**src/rtl/operand_stack.sv**
```systemverilog
// LIFO operand stack for the calculator datapath: DEPTH entries of WIDTH bits, one opcode per clock.
// Optional OPERAND_STACK_STICKY_ERR_EN makes Err sticky until CLEAR; otherwise Err is a one-cycle pulse.
module operand_stack #(
  parameter int WIDTH = 8,
  parameter int DEPTH = 4,
  localparam int CW = $clog2(DEPTH + 1),
  localparam int AW = $clog2(DEPTH)
) (
  input  logic             clock,
  input  logic             reset,
  input  logic [WIDTH-1:0] A,
  input  logic [2:0]       Sel,
  output logic [WIDTH-1:0] Out,
  output logic [WIDTH-1:0] Out2,
  output logic [CW-1:0]    Count,
  output logic             Full,
  output logic             Empty,
  output logic             Err
);

  typedef enum logic [2:0] {
    OP_NOP   = 3'b000,
    OP_PUSH  = 3'b001,
    OP_LOAD  = 3'b010,
    OP_POP   = 3'b011,
    OP_CLEAR = 3'b100,
    OP_SWAP  = 3'b101,
    OP_DUP   = 3'b110,
    OP_NOP2  = 3'b111
  } op_t;

  op_t              op;
  logic [WIDTH-1:0] mem [DEPTH];
  logic [CW-1:0]    count_q, count_nxt;
  logic             err_q, err_nxt, illegal;
  logic             empty, full;
  logic [AW-1:0]    top_idx, sec_idx, push_idx, wr_idx;
  logic [WIDTH-1:0] top_val, sec_val, wr_data;
  logic             wr_en, swap_en;

  assign op       = op_t'(Sel);
  assign empty    = (count_q == '0);
  assign full     = (count_q == CW'(DEPTH));
  assign top_idx  = AW'(count_q - CW'(1));
  assign sec_idx  = AW'(count_q - CW'(2));
  assign push_idx = AW'(count_q);
  assign top_val  = mem[top_idx];
  assign sec_val  = mem[sec_idx];

  always_comb begin
    count_nxt = count_q;
    illegal   = 1'b0;
    wr_en     = 1'b0;
    wr_idx    = push_idx;
    wr_data   = A;
    swap_en   = 1'b0;
    case (op)
      OP_PUSH: begin
        if (full) begin
          illegal = 1'b1;
        end else begin
          wr_en     = 1'b1;
          count_nxt = count_q + CW'(1);
        end
      end
      OP_LOAD: begin
        // Legacy load overwrites the top; on an empty stack it behaves as a push.
        wr_en = 1'b1;
        if (empty) begin
          count_nxt = CW'(1);
        end else begin
          wr_idx = top_idx;
        end
      end
      OP_POP: begin
        if (empty) illegal = 1'b1;
        else       count_nxt = count_q - CW'(1);
      end
      OP_CLEAR: count_nxt = '0;
      OP_SWAP: begin
        if (count_q >= CW'(2)) swap_en = 1'b1;
        else                   illegal = 1'b1;
      end
      OP_DUP: begin
        if (empty || full) begin
          illegal = 1'b1;
        end else begin
          wr_en     = 1'b1;
          wr_data   = top_val;
          count_nxt = count_q + CW'(1);
        end
      end
      default: ;
    endcase
  end

`ifdef OPERAND_STACK_STICKY_ERR_EN
  assign err_nxt = (op == OP_CLEAR) ? 1'b0 : (err_q | illegal);
`else
  assign err_nxt = illegal;
`endif

  // Storage carries no reset; stale entries are hidden by the output masks.
  always_ff @(posedge clock) begin
    if (wr_en) begin
      mem[wr_idx] <= wr_data;
    end else if (swap_en) begin
      mem[top_idx] <= sec_val;
      mem[sec_idx] <= top_val;
    end
  end

  always_ff @(posedge clock or posedge reset) begin
    if (reset) begin
      count_q <= '0;
      err_q   <= 1'b0;
    end else begin
      count_q <= count_nxt;
      err_q   <= err_nxt;
    end
  end

  assign Out   = empty ? '0 : top_val;
  assign Out2  = (count_q < CW'(2)) ? '0 : sec_val;
  assign Count = count_q;
  assign Full  = full;
  assign Empty = empty;
  assign Err   = err_q;

endmodule

```
**config.mk**
```make
export PLATFORM = sky130hd
export DESIGN_NAME = operand_stack
export DESIGN_NICKNAME = d
export VERILOG_FILES = /design/src/rtl/operand_stack.sv
export SDC_FILE = /design/constraint.sdc
export NUM_CORES = 1
export LEC_CHECK = 0
export BUFFER_PORTS_ARGS = -buffer_cell sky130_fd_sc_hd__clkbuf_2
export CAP_MARGIN = 10
export CORE_ASPECT_RATIO = 0.9
export CORE_UTILIZATION = 40
export CTS_CLUSTER_DIAMETER = 40
export DETAILED_ROUTE_END_ITERATION = 6
export PLACE_DENSITY = 0.65
export SLEW_MARGIN = 20
export SYNTH_ARGS = -nofsm -noshare
export SYNTH_HDL_FRONTEND = slang
export SYNTH_SLANG_ARGS = --single-unit
```
**constraint.sdc**
```tcl
create_clock -name clock -period 3.1 [get_ports clock]
set_input_delay 0.775 -clock clock [delete_from_list [all_inputs] [get_ports clock]]
set_output_delay 0.775 -clock clock [all_outputs]
set_load 0.02 [all_outputs]
```
# Word level (Yosys, flattened, before mapping)
# Memories as Yosys holds them, arrays and structs flattened.
# Cells that the tools add are included.
# totals
ff_bits,4
ram_bits,32
in_bits,13
out_inout_bits,22
wordCells,53
n_memories,1
# classes
addsub,3
magnitude_cmp,2
n_eq_ne,11
mux,29
reduce_logical,5
# memory_table
memory,words,width,read_ports,rd_clocked_by_memory_dff,write_ports,line,text
mem,4,8,2,0,2,33,logic [WIDTH-1:0] mem [DEPTH];
# op_table
op,n
two-way mux 8 bit,5
one-hot mux 3 bit (5 select lines),1
two-way mux 1 bit,14
== test 3 bit (second input constant),4
two-way mux 3 bit,4
inequality test 2 bit (second input constant),4
OR reduction 8 bit,1
== test 3 x 2 -> 1 bit (second input constant),2
two-way mux 2 bit,3
AND reduction 5 bit,1
nonzero test 5 bit,1
one-hot mux 1 bit (4 select lines),1
adder 3 x 1 -> 3 bit (second input constant),1
== test 3 x 1 -> 1 bit (second input constant),1
>= comparator 3 x 2 -> 1 bit (second input constant),1
logical NOT 3 bit,1
less-than comparator 3 x 2 -> 1 bit (second input constant),1
one-hot mux 1 bit (3 select lines),1
subtractor 3 x 1 -> 3 bit (second input constant),1
subtractor 2 bit (second input constant),1
logical OR 1 bit,1

# Depth between registers and ports, before layout
# Gate-level depths: netlist of run 1.
# depth
ltp_word,8
depth_mapped,11
ltp_nobuf,7

# Worst setup path after synthesis of run 1
# No wires, ideal clock.
# synth_path
path_type,register -> register
from,reg count_q[0] (netlist: Count[0])
to,"mem mem[0][0], enable pin"
setup_time_ps,384
arrival_time_ps,2789
required_time_ps,2716
setup_slack_ps,-73
path_stages_with_launch,10
n_path_buf,3
period_less_slack_ps,3173
cell_sequence,dfrtp_1 -> buf_6 -> buf_12 -> buf_2 -> inv_1 -> ha_1 -> or3b_2 -> a211oi_1 -> nor3_1 -> o21ai_0
# synth_rtl
item,line,text
from (decl),34,"logic [CW-1:0] count_q, count_nxt;"
from (signal assigned),118,count_q <= count_nxt;
to (decl),33,

# Final worst setup path of run 1
# layout_path
from,reg count_q[0] (netlist: Count[0])
to,out Out[1]
# layout_between
elab_chain_cells,3
word_cells_on_any_way,4
classes_between,add/sub: 1; mux: 1; reduce/logical: 1; memory: 1
# layout_lines
item,line,text
subtractor 3 x 1 -> 3 bit,--,
memory (4 x 8 bit),--,
two-way mux 8 bit *,123,assign Out = empty ? '0 : top_val;
to (decl),13,"output logic [WIDTH-1:0] Out,"
# Mark *: on every way between the ends. The rest lies on a longest branch, timed or not.

==> key figures, run 1 <==
Outcome
  – Status: finished clean

Power and ir drop
  – Power density cells: 1150 nW/µm²
  – Switching portion of total power: 0.482
  – Sequential power share: 0.253
  – Sw Pwr: 0.00169 W
  – Clock share of power: 0.094
  – Combinational Power Share: 0.653
  – VDD IR max: 0.363 mV
  – Cell-internal power: 0.00182 W
  – Pleak: 1.18 nW

STA
  – Final Slew Violations: 0
  – Max Clock Skew: 0.00546 ns
  – Slew HR: 0.536
  – Fraction of the cycle the final worst path needs: 0.927
  – Period minus WS final: 2.87 ns
  – Worst slew pin tran: 0.693 ns
  – Hold Fails Final Rpt: 0
  – Achievable frequency: 348 MHz
  – Final setup viols: 0
  – RSZ-0062 raised after global routing: no
  – Setup TNS: 0 ns

Synthesis
  – Compound-cell area share of the yosys netlist: 0.197
  – Register bit total from synthesis: 36
  – Synth Area in XOR/XNOR: 0.00326
  – Post-synth top area cell: edfxtp_1
  – Post-synth top area share: 0.358
  – Syn Nets: 253
  – Synth Area per Inst: 11.4 µm²
  – Dominant synthesized flop cell: edfxtp_1
  – Mux share of post-synthesis cell area: 0.159
  – Ys Warns: 0
  – Seq/Total Area, Yosys: 0.395
  – Synth async-reset ratio: 0.111
  – Cell variety after synth: 52
  – Post-Syn Instances: 235
  – Post-synth EDFFs: 32
  – Synthesized area: 2680 µm²
  – Post-Synth Simple-Gate Area: 0.175
  – Adder-Cell Fraction of Synth Area: 0.0233
  – Main combinational cell family by area after synthesis: compound AO/OA/AOI/OAI gates
  – Synth top area cells: edfxtp_1 36%, a221o_1 10%, mux4_1 8.8%, mux4_2 5.9%, nor2b_1 4.7%

Layout
  – Storage element area: 1060 µm²
  – Nets@finish: 289
  – Area Overhead vs Synth: 13.9%
  – Fin cells: 359
  – Most frequent cells in the layout: 34 x clkbuf_2, 32 x edfxtp_1, 28 x a221o_1
  – # diodes: 0
  – Most common cell after layout, fill and taps aside: clkbuf_2
  – Multi-input logic area: 1510 µm²
  – Fillers: 583
  – Share of layout cells above drive strength 1: 0.268

Placed design
  – Final Wtd Congestion: 0.858
  – IO Port Bufs: 34
  – DP HPWL: 4.98 mm
  – DP Cell Count: 351

Run
  – MaxCap Viol Count: 0

Clocking
  – Hold buffers post-CTS: 0
  – CTS Buf Count: 5
  – Clock latency on the worst-skew pair: 0.29 ns
  – Postcts setup bufs: 0
  – CTS root buf: clkbuf_8
  – Clk pin slew, worst setup/hold paths: 0.07 ns
  – Post-cts repair resize count: 0
  – Level count of the clock H-tree: 2
  – Sink Count: 36
  – CTS Buffer Depth: 2
  – CTS tree: built

Global route
  – First-pass GRT wire length: 11.2 mm
  – Total global routing overflow: 0
  – Initial antenna violation count: 0
  – Largest net degree at the start of global routing: 28
  – Vias in the first global route: 2015
  – GRT Resource Usage Total: 0.216

Setup path
  – Crit Reg-Reg Endpoint: mem[2][6]
  – CP max FO: 14
  – Register-to-Register Path Depth: 6
  – CP Launch Type: flip-flop
  – FF-to-FF setup slack: 0.42 ns
  – Data arrival time of the critical path: 2.10 ns
  – CP max stage delay: 0.55 ns
  – Setup Crit Path Kind: flip-flop to output port
  – Worst Setup End Kind: output port
  – Slowest CP cell: ha_2
  – CP Cell Sequence: inv_1 > ha_2 > mux4_1 > nor2b_1 > clkbuf_2
  – CP required: 2.32 ns
  – Worst reg2reg startpoint: Count[0]

Floorplanning
  – Die W: 88.3 µm
  – Starting Density: 0.427
  – Die area: 7040 µm²
  – Die height: 79.7 µm
  – Site Rows: 27
  – Core Area: 6280 µm²
  – I/O pin cnt: 35

Min path
  – Worst hold path type: input port to asynchronous set/reset pin

Drt
  – Vias per cell: 6.33
  – Post-route DRC: 0
  – Final WL: 7.39 mm
  – Vias: 2271
  – Routed len/inst: 20.6 µm
  – Final ANT Viol Nets: 0
  – 1st-pass router iterations: 5
  – DR iter-0 viols: 244
==> routing by layer <==
| layer | part of all wire | global-route usage | vias to the layer above |
|---|---|---|---|
| li1 | - | - | 1027 |
| met1 | 0.44 | 0.315 | 1093 |
| met2 | 0.45 | 0.314 | 136 |
| met3 | 0.10 | 0.0496 | 15 |
| met4 | 0.016 | 0.0726 | 0 |
| met5 | 0 | 0 | - |
==> area by class of cell <==
type                            count  share of cell area
Inverter                            6             0.00736
Clock buffer                        6              0.0237
Tap cell                           87              0.0356
Timing Repair Buffer               48              0.0900
Sequential cell                    36               0.347
Clock inverter                      2             0.00368
Multi-Input combinational cell    174               0.493
==> synth_stat cells (all sizes together) (2+ instances only) <==
cell    instances
a21oi           6
a221o          28
a22oi           3
and3            3
buf             7
clkbuf         12
dfrtp           4
edfxtp         32
ha              5
inv             6
mux2i           2
mux4           16
nand2          21
nand2b          4
nand3           5
nor2            9
nor2b          20
nor3           10
o21ai          16
or3b            2
==> critical path, delay by kind of cell (launching register included) <==
kind,cells,cell delay (ns)
mux,1,0.47
buf+inv,2,0.26
flops,1,0.35
simple gates,1,0.19
fa+ha+maj,1,0.55
==> flip-flops by register name, summed over array words and instances (netlist names) <==
signal  flops
Count       3
Err         1
mem        32
==> power groups by stage <==
| stage | registers, W | logic (W) | clock network (W) |
|---|---|---|---|
| 4_1_cts | 0.000886 | 0.00228 | 0.000336 |
| 3_3_place_gp | 0.000888 | 0.00227 | 0 |
| 3_5_place_dp | 0.000897 | 0.00227 | 0 |
| 6_report | 0.000888 | 0.00229 | 0.000330 |
| 2_1_floorplan | 0.000890 | 0.00161 | 0 |
| 5_1_grt | 0.000906 | 0.00246 | 0.000348 |
==> through the flow <==
step / utilization / instance area, µm² / setup slack [ns] / hold WS, ns / power, W
after CTS: 0.486 / 3060 / 0.0713 / 0.339 / 0.00350
after global placement: 0.473 / 2970 / 0.318 / 0.647 / 0.00315
final: 0.487 / 3060 / 0.227 / 0.338 / 0.00351
after detailed placement: 0.473 / 2970 / 0.303 / 0.646 / 0.00316
after floorplan: - / 2690 / 0.0393 / 0.541 / 0.00250
after global routing: 0.487 / 3060 / 0.111 / 0.354 / 0.00371
==> cell families after synthesis <==
logic type	count (synthesis)
adders and majority gates	5
AOI/OAI and AO/OA	66
buffers and inverters	25
muxes	19
xor gates and xnor gates	1
and+or+nand+nor	83
DFF	36
==> worst max-delay path by stage <==
| stage | from | to | cells after the start |
|---|---|---|---|
| floorplan | Count[0] | Out[5] | 8 |
| global placement | Sel[0] | mem[2][3] | 5 |
| detailed placement | Sel[0] | mem[2][2] | 5 |
| CTS | Count[0] | Out[1] | 5 |
| global route | Count[0] | Out[1] | 5 |
| finish | Count[0] | Out[1] | 5 |
Power figures use the tool's default switching activity.
==> run 2: changes to the inputs <==
CORE_UTILIZATION = 53   (was 40)
PLACE_DENSITY = 0.81   (was 0.65)
==> key figures, run 2 (synthesis results as in run 1) <==
Floorplanning
  – Starting Density: 0.552
  – Die W: 77.0 µm
  – Die area: 5350 µm²
  – Core Area: 4860 µm²
  – Site Rows: 24
  – I/O pin cnt: 35
  – Die height: 69.5 µm

Clocking
  – CTS Buffer Depth: 2
  – CTS Buf Count: 5
  – CTS root buf: clkbuf_8
  – Hold buffers post-CTS: 0
  – Sink Count: 36
  – CTS tree: built
  – Level count of the clock H-tree: 2
  – Clock latency on the worst-skew pair: 0.29 ns
  – Clk pin slew, worst setup/hold paths: 0.08 ns

STA
  – Achievable frequency: 339 MHz
  – Fraction of the cycle the final worst path needs: 0.951
  – Worst hold margin: 0.335 ns
  – Final Slew Violations: 0
  – Setup TNS: 0 ns
  – Slew HR: 0.520
  – Worst slew pin tran: 0.717 ns
  – Final worst setup slack: 0.153 ns
  – Hold Fails Final Rpt: 0
  – Max Clock Skew: 0.00938 ns
  – Period minus WS final: 2.95 ns
  – Final setup viols: 0
  – RSZ-0062 raised after global routing: no

Global route
  – Initial antenna violation count: 0
  – Largest net degree at the start of global routing: 28
  – Total global routing overflow: 0
  – GRT Resource Usage Total: 0.286
  – First-pass GRT wire length: 11.5 mm
  – Vias in the first global route: 2152

Layout
  – Area Overhead vs Synth: 12.9%
  – Top reg by flops: mem
  – Cell area after layout: 3030 µm²
  – Most frequent cells in the layout: 34 x clkbuf_2, 32 x edfxtp_1, 28 x a221o_1
  – Most common cell after layout, fill and taps aside: clkbuf_2
  – Nets@finish: 285
  – Max reg flops: 32
  – # diodes: 0
  – Share of layout cells above drive strength 1: 0.269

Drt
  – Vias per cell: 6.93
  – Met1 wire length: 2.82 mm
  – Final WL: 7.16 mm
  – Final ANT Viol Nets: 0
  – DR iter-0 viols: 292
  – WL met2: 3.28 mm
  – Post-route DRC: 0
  – Met3 WL post-DR: 827 µm
  – Top routing layer in use: met4
  – Vias: 2309
  – Routed len/inst: 21.5 µm
  – 1st-pass router iterations: 5

Power and ir drop
  – Combinational Power Share: 0.633
  – Pleak: 1.18 nW
  – Final Power: 0.00357 W
  – Sw Pwr: 0.00169 W
  – Sequential power share: 0.251
  – Cell-internal power: 0.00188 W
  – Switching portion of total power: 0.474
  – VDD IR max: 0.518 mV
  – Power density cells: 1180 nW/µm²
  – Clock share of power: 0.116

Placed design
  – Final Wtd Congestion: 0.879
  – IO Port Bufs: 34
  – DP HPWL: 4.95 mm
  – DP Worst Slack: 0.333 ns
  – Post-DP Area: 2910 µm²

Run
  – MaxCap Viol Count: 0

Setup path
  – CP max stage delay: 0.58 ns
  – Worst setup path startpoint: Count[0]
  – Slowest CP cell: ha_2
  – Critical path depth in cells: 5
  – Setup Crit Path Kind: flip-flop to output port
  – Crit Reg-Reg Endpoint: mem[3][6]
  – CP Launch Type: flip-flop
  – FF-to-FF setup slack: 0.37 ns
  – Worst reg2reg startpoint: Count[0]
  – Critical path buffer and inverter count: 2
  – Register-to-Register Path Depth: 6
  – Worst Setup End Kind: output port
  – Data arrival time of the critical path: 2.17 ns
  – CP required: 2.32 ns
  – Delay-heaviest family, CP: adder cells
  – CP max FO: 14
  – Setup crit end: Out[3]
  – CP Cell Sequence: inv_1 > ha_2 > mux4_1 > nor2b_1 > clkbuf_2

Outcome
  – Status: finished clean

Min path
  – Worst hold path type: input port to asynchronous set/reset pin
[run 2: through the flow]
stage / instances / util
floorplan: 235 / -
finish: 333 / 0.623
CTS: 333 / 0.622
global route: 333 / 0.623
global placement: 325 / 0.599
detailed placement: 325 / 0.599
[run 2: final cells by class]
type | instances | area [µm²]
Fill cell | 421 | 1830
Timing Repair Buffer | 44 | 245
Inverter | 6 | 22.5
Sequential cell | 36 | 1060
Tap cell | 65 | 81.3
Multi-Input combinational cell | 174 | 1510
Clock inverter | 3 | 42.5
Clock buffer | 5 | 68.8
[run 2: worst min-delay path by stage]
stage | startpoint | end | depth (start not counted)
after global placement | reset | Err | 2
after global routing | reset | Err | 2
after CTS | reset | Err | 2
final | reset | Count[0] | 2
after floorplan | reset | Count[0] | 1
after detailed placement | reset | Err | 2
[run 2: power by group through the flow]
stage          clock network (W)  registers [W]  logic (W)
2_1_floorplan                  0       0.000890    0.00161
3_3_place_gp                   0       0.000884    0.00215
3_5_place_dp                   0       0.000902    0.00220
4_1_cts                 0.000415       0.000890    0.00223
5_1_grt                 0.000433       0.000917    0.00241
6_report                0.000415       0.000896    0.00226
[run 2: metal layers]
metal	vias up	track usage
li1	1023	-
met2	170	0.441
met1	1090	0.395
met4	0	0.115
met5	-	0
met3	26	0.0618
[run 2: worst reg2reg max path, cell delays in order (launching register included)]
cell	delay (ns)
dfrtp_1	0.38
inv_1	0.18
ha_2	0.44
or4bb_1	0.54
o32ai_1	0.20
a21oi_1	0.10
o21ai_2	0.51
[run 2: timing repair]
item	4_1_cts	5_1_grt
setup buffers	0	0
gates cloned	0	0
resized for setup	1	1
endpoints found under the setup margin	3	6
==> run 3: changes to the inputs <==
PLACE_DENSITY = 0.79   (was 0.81)
==> key figures, run 3 (synthesis results as in run 1) <==
Outcome
  – Status: finished clean

Drt
  – Vias per cell: 6.73
  – Routed len/inst: 20.9 µm
  – WL met2: 3.36 mm
  – Met3 WL post-DR: 782 µm
  – DR iter-0 viols: 223
  – Post-route DRC: 0
  – Top routing layer in use: met4
  – Met1 wire length: 2.69 mm
  – Final WL: 7.00 mm
  – Vias: 2256
  – 1st-pass router iterations: 5
  – Final ANT Viol Nets: 0

Layout
  – Most frequent cells in the layout: 34 x clkbuf_2, 32 x edfxtp_1, 28 x a221o_1
  – # diodes: 0
  – Max reg flops: 32
  – Fin cells: 335
  – Nets@finish: 287
  – Area Overhead vs Synth: 13.5%
  – Cell area after layout: 3050 µm²
  – Top reg by flops: mem
  – Most common cell after layout, fill and taps aside: clkbuf_2
  – Share of layout cells above drive strength 1: 0.274

STA
  – Slew HR: 0.494
  – Hold Fails Final Rpt: 0
  – Fraction of the cycle the final worst path needs: 0.948
  – Final setup viols: 0
  – RSZ-0062 raised after global routing: no
  – Setup TNS: 0 ns
  – Achievable frequency: 340 MHz
  – Period minus WS final: 2.94 ns
  – Final Slew Violations: 0
  – Max Clock Skew: 0.00840 ns
  – Worst slew pin tran: 0.756 ns

Min path
  – Worst hold path type: input port to asynchronous set/reset pin

Setup path
  – Worst setup path startpoint: Count[1]
  – Worst Setup End Kind: output port
  – CP required: 2.32 ns
  – Crit Reg-Reg Endpoint: mem[2][0]
  – Setup Crit Path Kind: flip-flop to output port
  – Data arrival time of the critical path: 2.16 ns
  – Register-to-Register Path Depth: 6
  – FF-to-FF setup slack: 0.45 ns
  – CP Launch Type: flip-flop
  – Worst reg2reg startpoint: Count[1]
  – CP max FO: 14

Clocking
  – Postcts setup bufs: 0
  – CTS Buf Count: 5
  – CTS Buffer Depth: 2
  – Hold buffers post-CTS: 0
  – CTS root buf: clkbuf_8
  – Clk pin slew, worst setup/hold paths: 0.08 ns
  – Level count of the clock H-tree: 2
  – Clock latency on the worst-skew pair: 0.29 ns
  – Post-cts repair resize count: 0
  – Sink Count: 36
  – CTS tree: built

Placed design
  – Final Wtd Congestion: 0.873
  – DP Cell Count: 327
  – Post-DP Area: 2930 µm²
  – DP HPWL: 4.95 mm
  – IO Port Bufs: 34

Floorplanning
  – Starting Density: 0.552
  – Die W: 77.0 µm
  – I/O pin cnt: 35
  – Core Area: 4860 µm²
  – Die height: 69.5 µm
  – Site Rows: 24
  – Die area: 5350 µm²

Power and ir drop
  – Pleak: 1.19 nW
  – Power density cells: 1180 nW/µm²
  – VDD IR max: 0.447 mV

Global route
  – First-pass GRT wire length: 11.4 mm
  – Total global routing overflow: 0
  – Largest net degree at the start of global routing: 28
  – GRT Resource Usage Total: 0.284
  – Initial antenna violation count: 0
  – Vias in the first global route: 2166

Run
  – MaxCap Viol Count: 0
## run 3: routing by layer
metal,track usage,vias up
met3,0.0842,23
li1,-,1022
met4,0.117,0
met5,0,-
met1,0.374,1063
met2,0.439,148
## run 3: final cells by class
class	count	area [µm²]
Fill cell	385	1820
Multi-Input combinational cell	174	1510
Sequential cell	36	1060
Timing Repair Buffer	46	260
Tap cell	65	81.3
Clock buffer	5	68.8
Clock inverter	3	42.5
Inverter	6	22.5
## run 3: how the worst max path moves through the flow
stage                      to  slack (ns)  depth (start not counted)
finish                 Out[2]        0.16                          5
global route           Out[3]        0.07                          5
CTS                    Out[1]        0.03                          5
detailed placement  mem[2][3]        0.29                          5
global placement    mem[2][3]        0.31                          5
floorplan              Out[5]        0.04                          8
## run 3: power by group
part           leakage [nW]  switching [W]  internal, W
Sequential            0.349       0.000106     0.000793
Clock                0.0541       0.000178     0.000238
Combinational         0.787        0.00141     0.000862
## run 3: worst max-delay path, stage by stage (launching register included)
cell      delay (ns)
dfrtp_1         0.37
inv_1           0.11
ha_2            0.55
mux4_1          0.48
nor2b_1         0.19
clkbuf_2        0.17
## run 3: metrics by stage
step | utilization | hold WS (ns) | power [W] | setup WS [ns]
floorplan | - | 0.541 | 0.00250 | 0.0393
global route | 0.626 | 0.347 | 0.00379 | 0.0728
CTS | 0.625 | 0.337 | 0.00355 | 0.0285
global placement | 0.602 | 0.641 | 0.00307 | 0.309
finish | 0.626 | 0.335 | 0.00359 | 0.162
detailed placement | 0.602 | 0.653 | 0.00313 | 0.293
